==> src/rtl/memctrl_rr_arbiter.sv <==
// memctrl_rr_arbiter: round-robin arbiter sharing one MEMCTRL port among NREQ
// requesters. Each access is one ACCESS cycle followed by one RECOVER cycle.
// Read data is returned RD_LAT+1 cycles after ACCESS on the shared RSP_RDATA bus.
// Optional feature macro: MEMCTRL_ARB_BANK_SKIP_EN (back-to-back ACCESS to a
// different bank, skipping RECOVER).
module memctrl_rr_arbiter #(
  parameter int unsigned NREQ   = 2,
  parameter int unsigned AW     = 16,
  parameter int unsigned DW     = 8,
  parameter int unsigned RD_LAT = 1
) (
  input  logic                 CLK,
  input  logic                 RSTN,
  input  logic [NREQ-1:0]      REQ_VLD,
  input  logic [NREQ-1:0]      REQ_WE,
  input  logic [NREQ*AW-1:0]   REQ_ADDR,
  input  logic [NREQ*DW-1:0]   REQ_WDATA,
  output logic [NREQ-1:0]      REQ_RDY,
  output logic [NREQ-1:0]      RSP_VLD,
  output logic [DW-1:0]        RSP_RDATA,
  output logic [AW-1:0]        ADDR,
  output logic                 CE,
  output logic                 CSB,
  output logic                 OEB,
  output logic                 WEB,
  output logic [DW-1:0]        IDATA,
  input  logic [DW-1:0]        ODATA
);

  localparam int unsigned IW = (NREQ > 2) ? 2 : 1;

  typedef enum logic [1:0] {IDLE, ACCESS, RECOVER} state_t;

  state_t          state, state_nxt;
  logic [IW-1:0]   ptr;
  logic [IW-1:0]   win;
  logic [IW-1:0]   acc_id;
  logic            found;
  logic            arb_en;
  logic            accept;
  logic [AW-1:0]   win_addr;
  logic [DW-1:0]   win_wdata;
  logic            win_we;
  logic [RD_LAT-1:0]        pipe_vld;
  logic [IW-1:0]            pipe_id [RD_LAT];

  // Round-robin search: first valid requester starting at ptr+1, wrapping.
  always_comb begin
    int unsigned idx;
    found = 1'b0;
    win   = '0;
    idx   = 0;
    for (int unsigned k = 1; k <= NREQ; k++) begin
      idx = (ptr + k) % NREQ;
      if (!found && REQ_VLD[IW'(idx)]) begin
        found = 1'b1;
        win   = IW'(idx);
      end
    end
  end

  assign win_addr  = REQ_ADDR[win*AW +: AW];
  assign win_wdata = REQ_WDATA[win*DW +: DW];
  assign win_we    = REQ_WE[win];

`ifdef MEMCTRL_ARB_BANK_SKIP_EN
  // In ACCESS, ADDR still holds the bank being accessed; a different bank may follow at once.
  assign arb_en = (state != ACCESS) || (win_addr[AW-1:AW-2] != ADDR[AW-1:AW-2]);
`else
  assign arb_en = (state != ACCESS);
`endif

  // Gated by RSTN so no grant is offered while reset is held.
  assign accept = RSTN && found && arb_en;

  // One-hot ready for the accepted winner.
  always_comb begin
    REQ_RDY = '0;
    if (accept) REQ_RDY = NREQ'(1) << win;
  end

  // State register.
  always_ff @(posedge CLK or negedge RSTN) begin
    if (!RSTN) state <= IDLE;
    else       state <= state_nxt;
  end

  // Next state: any acceptance starts an ACCESS; ACCESS otherwise recovers.
  always_comb begin
    state_nxt = IDLE;
    if (accept)                state_nxt = ACCESS;
    else if (state == ACCESS)  state_nxt = RECOVER;
  end

  // Pointer and MEMCTRL strobes; strobes are valid in the cycle after acceptance.
  always_ff @(posedge CLK or negedge RSTN) begin
    if (!RSTN) begin
      ptr    <= IW'(NREQ - 1);
      acc_id <= '0;
      ADDR   <= '0;
      IDATA  <= '0;
      CE     <= 1'b0;
      CSB    <= 1'b1;
      OEB    <= 1'b1;
      WEB    <= 1'b1;
    end else if (accept) begin
      ptr    <= win;
      acc_id <= win;
      ADDR   <= win_addr;
      IDATA  <= win_we ? win_wdata : '0;
      CE     <= 1'b1;
      CSB    <= 1'b0;
      OEB    <= win_we;
      WEB    <= ~win_we;
    end else begin
      IDATA  <= '0;
      CE     <= 1'b0;
      CSB    <= 1'b1;
      OEB    <= 1'b1;
      WEB    <= 1'b1;
    end
  end

  // Read tag pipeline; the last stage marks the edge that samples ODATA.
  always_ff @(posedge CLK or negedge RSTN) begin
    if (!RSTN) begin
      pipe_vld <= '0;
      for (int unsigned j = 0; j < RD_LAT; j++) pipe_id[j] <= '0;
      RSP_VLD   <= '0;
      RSP_RDATA <= '0;
    end else begin
      pipe_vld[0] <= CE && !OEB;
      pipe_id[0]  <= acc_id;
      for (int unsigned j = 1; j < RD_LAT; j++) begin
        pipe_vld[j] <= pipe_vld[j-1];
        pipe_id[j]  <= pipe_id[j-1];
      end
      if (pipe_vld[RD_LAT-1]) begin
        RSP_VLD   <= NREQ'(1) << pipe_id[RD_LAT-1];
        RSP_RDATA <= ODATA;
      end else begin
        RSP_VLD   <= '0;
      end
    end
  end

endmodule
==> config.mk <==
export PLATFORM = sky130hd
export DESIGN_NAME = memctrl_rr_arbiter
export DESIGN_NICKNAME = d
export VERILOG_FILES = /design/src/rtl/memctrl_rr_arbiter.sv
export SDC_FILE = /design/constraint.sdc
export NUM_CORES = 1
export LEC_CHECK = 0
export CORE_AREA = 2 2 70 72
export DETAILED_ROUTE_END_ITERATION = 12
export DIE_AREA = 0 0 72 74
export PLACE_DENSITY_LB_ADDON = 0.15
export SKIP_LAST_GASP = 1
export SLEW_MARGIN = 20
export SYNTH_ARGS = -nofsm -noshare
export SYNTH_HDL_FRONTEND = slang
export SYNTH_SLANG_ARGS = --single-unit
export TNS_END_PERCENT = 1
==> constraint.sdc <==
create_clock -name CLK -period 2.8 [get_ports CLK]
set_input_delay 0.84 -clock CLK [delete_from_list [all_inputs] [get_ports CLK]]
set_output_delay 0.84 -clock CLK [all_outputs]
set_load 0.005 [all_outputs]
Word-level counts from Yosys, hierarchy flattened
Index checks and enable logic that the tools add are counted.

storage, ports and cells
  output and inout port bits = 40
  input port bits = 62
  register bits after elaboration = 44

operators by class
  bitwise operators = 1
  $lt $le $gt $ge = 3
  equality and inequality tests = 2
  add/sub/neg operators = 2
  reductions and logical operators = 6
  mux-type cells = 20
  shift-type cells = 4

operators by type and width
  operator               count
  $shiftx A32 B6 Y16     1
  $mux W8                2
  $shiftx A16 B5 Y8      1
  $mux W1                14
  $mux W2                4
  $lt A1 B2 Y1 const B   3
  $logic_and A1 B1 Y1    4
  $shl A1 B1 Y2 const A  2
  $add A1 B1 Y1 const B  2
  $eq A2 B1 Y1 const B   1
  $logic_not A1 Y1       2
  $ne A2 B1 Y1 const B   1
  $not A1 Y1             1

Longest topological paths before layout
  depth after elaboration = 11
  depth in mapped cells = 6
  mapped depth without buffers = 4

Worst setup path after synthesis
No wires, ideal clock.

  path kind = input port to output port
  start point = input REQ_VLD[1]
  end point = output REQ_RDY[1]
  setup slack = 0.450 ns
  arrival = 1.510 ns
  path buffers = 1
  stages = 3
  cells stage by stage = a21bo_2 > clkbuf_1 > nor3b_1

on the way
  word-level cells in the longest chain between the ends = 9

RTL lines
  item                                        RTL line  text
  from (decl)                                 14        input logic [NREQ-1:0] REQ_VLD,
  $mux W1 (implied by the code) (2 in a row)  55        if (!found && REQ_VLD[IW'(idx)]) begin
  $mux W1                                     55
  $logic_not A1 Y1                            55
  $logic_and A1 B1 Y1                         55
  $mux W1                                     55
  $logic_and A1 B1 Y1 (2 in a row)            74        assign accept = RSTN && found && arb_en;
  $mux W2 (*)                                 79        if (accept) REQ_RDY = NREQ'(1) << win;
  to (decl)                                   18        output logic [NREQ-1:0] REQ_RDY,

Every way passes the cells marked *; elsewhere a longest branch is shown, timed or not. The select of a mux whose other input is x is not followed.

Worst setup path after layout
Ends and elaborated chain as after synthesis.

==> results.cfg <==
[worst_setup_path]
end_kind = output pin
required_ps = 1960
critPathBufInv = 2
ff2ff_setup_slack_ps = 1030
path_max_fanout = 2
slowest_stage = clkdlybuf4s50_1
crit_chain = clkdlybuf4s50_1 > a21bo_2 > nor3b_2 > clkbuf_2
rr_worst_depth = 4
worst_setup_path_start_kind = input port
arrival_ps = 1910
worst_path_dominant_cell_family = buffers and inverters
critPathMaxStageDelay_ps = 480
path_depth = 4
critPathKind = input port to output pin

[synth]
syn_area_per_cell_um2 = 11.6
synthCells = 155
async_reset_ff_frac = 1.00
ys_ff_latch = 43
syn_area_um2 = 1800
synth_compound_area_frac = 0.129
synthXorXnorAreaFrac = 0
yosysMostFrequentCell = dfrtp_1
synth_largest_area_cell = dfrtp_1
synth_top_area_share = 0.542
synth_nets = 217
synth_edf_count = 0
netlist_top_cells_area = dfrtp_1 (54%), a221o_1 (8.9%), dfstp_2 (5.8%), mux2_2 (5.0%), nand3_1 (4.5%)
synthMuxAreaShare = 0.0556
ys_warn_count = 0
synth_seq_area_share = 0.601
synth_adder_area_share = 0
synth_flop_cell = dfrtp_1
synthSimpleGateAreaFrac = 0.166
yosysUniqueCellTypes = 26
synth_top_family_by_area = simple AND/OR/NAND/NOR gates
yosys-top-cells-count = dfrtp_1 (39), nand2_1 (17), a221o_1 (16), nand3_1 (16), nor3_1 (16)

[grt]
antenna_found_initial = 0
grt_start_max_net_pins = 33
grt_pass1_vias = 1555
grt_first_pass_wirelength_mm = 7.18
grt_overflow = 0
grt_use_met1 = 0.211
track_usage = 0.174
grtUsageMet3 = 0.0556
top_usage_layer = met2
grtUsageMet2 = 0.290

[clocking]
cts_post_setup_buffers_inserted = 0
holdBufCountCts = 0
cts_sinks = 43
cts_max_level = 2
cts_buffer_depth = 2
cts_tree = done
insertion_delay_ps = 300
clk_pin_slew_ps = 80
numCtsBuffers = 5
root_buffer = clkbuf_8

[routing]
first_pass_iters = 4
num_vias = 1585
drt.antenna.violating_nets = 0
drt_iter0_drc = 107
routed_via_density = 5.06
routedWlPerCell_um = 14.4
drc = 0
finalWirelength_mm = 4.49

[power_and_ir_drop]
ir_drop_mv = 0.272
leakagePower_nw = 1.27
total_power_mw = 1.79
pwr_density_cell_nw_per_um2 = 598

[sta]
final_hold_viol_count = 0
slew_headroom = 0.681
fin_crit_ps = 2750
rsz0062_at_grt = yes
fin_ws_ps = 47.8
timing.hold.ws_ps = 392
max_freq_mhz = 363
setup_viol = 0
slew_violations = 0
worst_slew_pin_slew_ps = 477
fin_crit_sh = 0.983
clock_skew_ps = 8.63
finalSetupTns_ps = 0

[final_layout]
post_route_cells_drive_above_1_share = 0.139
syn2layout_area_growth_pct = 66.2
final_nets = 320
utilization = 0.650
instances_no_fill = 313
diodes = 0
design_area_um2 = 2990

[floorplan]
rows = 25
die_area_um2 = 5330
die_w_um = 72
die_h_um = 74
design.core.area_um2 = 4600
initial_core_util = 0.391
io_pins = 102

[place]
place_ws_ps = -393
routabilityCongestion = 0.730
placed_cells = 305
hpwl_mm = 3.21
io_buffers = 101
dpl_cell_area_um2 = 2880

[min_path]
hold_depth = 0
min_path_type = flop to flop

[flow_run]
maxCapViolCount = 0

[status]
outcome = completed
==> layout make-up <==
cell class              count  area [µm²]
multi-input cells          96         637
inverters                   1        3.75
flip-flops and latches     43        1080
repair buffers            111        1080
fillers                   378        1610
clock inverters             2        35.0
clock buffers               6        82.6
well taps                  54        67.6
==> worst reg2reg max path, delay by kind of cell, from the launching register on <==
| family | cells | cell delay, ps |
|---|---|---|
| AND/OR/NAND/NOR | 2 | 710 |
| flip-flops | 1 | 400 |
| AO/OA/AOI/OAI | 1 | 350 |
| buffers and inverters | 1 | 200 |
==> path summary, 6_finish.rpt <==
kind | startpoint | to
hold / removal | acc_id | pipe_id
min in group asynchronous | RSTN | IDATA[1]
max in group asynchronous | RSTN | CSB
setup reg to reg | state[0] | ADDR[15]
setup / recovery | REQ_VLD[1] | REQ_RDY[1]
hold reg to reg | acc_id | pipe_id
==> what timing repair did <==
action | CTS | global route
resized for setup | 2 | 5
hold endpoints to repair | 0 | 0
setup endpoints to repair | 2 | 2
==> placed cells by master (no fill, tap or decap), types with 2 or more instances in the layout <==
master | netlist | final
clkbuf_8 | 0 | 6
nor2b_1 | 2 | 2
buf_4 | 2 | 9
nand3_1 | 16 | 16
a221o_1 | 16 | 16
nand2_1 | 17 | 17
a21o_1 | 2 | 2
dfrtp_1 | 39 | 39
mux2_2 | 8 | 8
a21oi_1 | 8 | 8
clkbuf_2 | 0 | 2
nor3_1 | 16 | 16
nand2b_1 | 2 | 2
dfstp_2 | 4 | 4
clkdlybuf4s50_1 | 0 | 98
==> power breakdown <==
part           total (mW)  internal, mW  switching, mW
logic               0.503         0.345          0.159
registers           0.790         0.734         0.0563
clock network       0.496         0.289          0.207
total                1.79          1.37          0.422
==> layer usage <==
layer | up-vias | routed length (µm) | part of all wire
met5 | - | 0 | 0
met1 | 754 | 1920 | 0.43
met2 | 61 | 2150 | 0.48
li1 | 763 | - | -
met3 | 7 | 360 | 0.080
met4 | 0 | 71 | 0.016
==> kinds of logic after synthesis <==
family,count (synthesis)
and+or+nand+nor,59
muxes,9
buffers and inverters,16
DFF,43
AOI/OAI and AO/OA,28
==> state kept, by name, summed over array words and instances (netlist names), 2 cells and up <==
signal / flops
IDATA: 8
ADDR: 16
RSP_VLD: 2
state: 2
RSP_RDATA: 8
No activity file was read; power rests on OpenSTA's default activity.
==> RTL change: new RTL, same flow settings <==
The option `MEMCTRL_ARB_BANK_SKIP_EN` is turned on by a define.
--- a/src/rtl/memctrl_rr_arbiter.sv
+++ b/src/rtl/memctrl_rr_arbiter.sv
@@ -4,4 +4,6 @@
 // Optional feature macro: MEMCTRL_ARB_BANK_SKIP_EN (back-to-back ACCESS to a
 // different bank, skipping RECOVER).
+`define MEMCTRL_ARB_BANK_SKIP_EN
+
 module memctrl_rr_arbiter #(
   parameter int unsigned NREQ   = 2,
Function: changed (a bounded check fails within 4 cycles, from zero or initial values and one cycle with RSTN low).
==> RTL change against the unedited design <==
  * The run now ends with negative setup slack left
  * Design area increased by 3.7%
  * Setup slack worse by 0.16 ns
  * Wire length rose by 0.13%
  * Area after synthesis is 3.4% higher
  * Via count fell by 1.1%
  * Sequential cell count is the same
  * Power increased by 5.2%
  * First-iteration DRC count is 6.5% lower
  * Register-to-register slack worse by 0.49 ns
==> RTL change: results <==
metrics = {
    "outcome": {
        "outcome": "finished, violations left",
        "violations": "negative setup slack",
    },
    "logic_synthesis": {
        "muxShareOfSynthArea_pct": 17.6,
        "synth_compound_area_share_pct": 3.83,
        "syn_nets": 229,
        "synth_common_cells": "nand2_1, dfrtp_1, mux2_2",
        "yosysSeqAreaShare_pct": 58.1,
        "synthXorXnorAreaFrac_pct": 0.941,
        "synth_cell_type_count": 21,
    },
    "power_and_ir_drop": {
        "p_leak_nw": 1.39,
        "irDropWorstVdd_uv": 371,
        "p_switching_mw": 0.453,
    },
    "placement": {
        "placed_area_um2": 2960,
        "place_congestion": 0.691,
        "hpwl_mm": 3.22,
        "dp_cells": 321,
    },
    "critical_path": {
        "max_stage_delay_ns": 0.27,
        "cp_slowest_cell": "mux2i_2",
        "critPathTopFamily": "compound AO/OA/AOI/OAI gates",
        "path_max_fanout": 4,
        "arrival_ns": 2.07,
    },
    "drt": {
        "drtIter0Drc": 100,
        "vias_per_cell": 4.74,
        "avgRoutedWirePerCell_um": 13.6,
    },
    "sta": {
        "setup_viol": 2,
        "worst_slack_ns": -0.113,
        "relSlewSlack_pct": 64.5,
        "skew_ns": 0.00487,
    },
    "global_route": {
        "grt_max_degree": 44,
        "grt_pass1_wl_mm": 7.49,
        "grt_pass1_vias": 1606,
        "grt_usage_pct": 18.1,
    },
    "layout": {
        "layout.nets": 338,
        "num-fill-cells": 388,
    },
    "clocking": {
        "clk_latency_ns": 0.29,
    },
}
RTL change: cell count changes after synthesis, moves of 7 or more:
cell	delta
nand2_1	+30
a221o_1	-16
nor3_1	-16
mux2_4	+7
mux2_2	+9
RTL change: cell type report:
type                       instances  area share (%)
sequential                        43            34.9
multi-input combinational        113            23.9
tap                               54            2.18
clock buffer                       6            2.66
clock inverter                     2            1.13
inverter                           1           0.202
timing repair buffer             112            35.1
RTL change: logic make-up after synthesis:
group | count (synthesis)
and+or+nand+nor | 71
DFF | 43
muxes | 27
AOI/OAI and AO/OA | 13
buffers and inverters | 11
xor gates and xnor gates | 2
RTL change: worst paths after layout:
kind,startpoint,end,slack [ns],cells after the start
worst max register to register,ptr,ADDR[6],0.54,8
worst max-delay path,REQ_VLD[1],REQ_RDY[0],-0.11,8
min in group asynchronous,RSTN,RSP_RDATA[6],0.66,2
max in group asynchronous,RSTN,ptr,1.77,2
worst min-delay path,acc_id,pipe_id,0.38,0
worst min register to register,acc_id,pipe_id,0.38,0
RTL change: through the flow:
step                      hold WS, ns  power, mW  util (%)  setup WS, ns
after floorplan                 0.350       1.04         -       0.00979
after global placement          0.361       1.39      64.4        -0.836
after detailed placement        0.368       1.40      64.4        -0.901
after CTS                       0.387       1.91      67.4        -0.124
after global routing            0.401       1.99      67.4        -0.195
final                           0.384       1.88      67.4        -0.113
RTL change: what timing repair did:
| item | CTS | global route |
|---|---|---|
| endpoints found under the setup margin | 18 | 2 |
| pin swaps | 4 | 1 |
| buffers inserted | 2 | 0 |
| resized for setup | 27 | 0 |
RTL change: power by group through the flow:
stage	Combinational (mW)	Sequential, mW	Clock (mW)
3_3_place_gp	0.577	0.816	0
6_report	0.581	0.809	0.493
2_1_floorplan	0.213	0.825	0
3_5_place_dp	0.583	0.819	0
4_1_cts	0.590	0.810	0.506
5_1_grt	0.631	0.824	0.531
RTL change: per-layer routing:
| layer | global-route usage, % | wire (um) | vias to the layer above |
|---|---|---|---|
| met5 | 0 | 0 | - |
| met4 | 7.34 | 59 | 0 |
| met3 | 4.61 | 304 | 6 |
| met2 | 31.1 | 2240 | 60 |
| met1 | 22.1 | 1900 | 727 |
| li1 | - | - | 775 |
RTL change: worst reg2reg max path, stage by stage (launching register included):
cell	delay [ns]
dfstp_2	0.39
a21boi_4	0.23
mux2i_2	0.27
xor2_1	0.10
a31o_2	0.26
buf_6	0.12
buf_4	0.17
inv_4	0.23
mux2_2	0.38
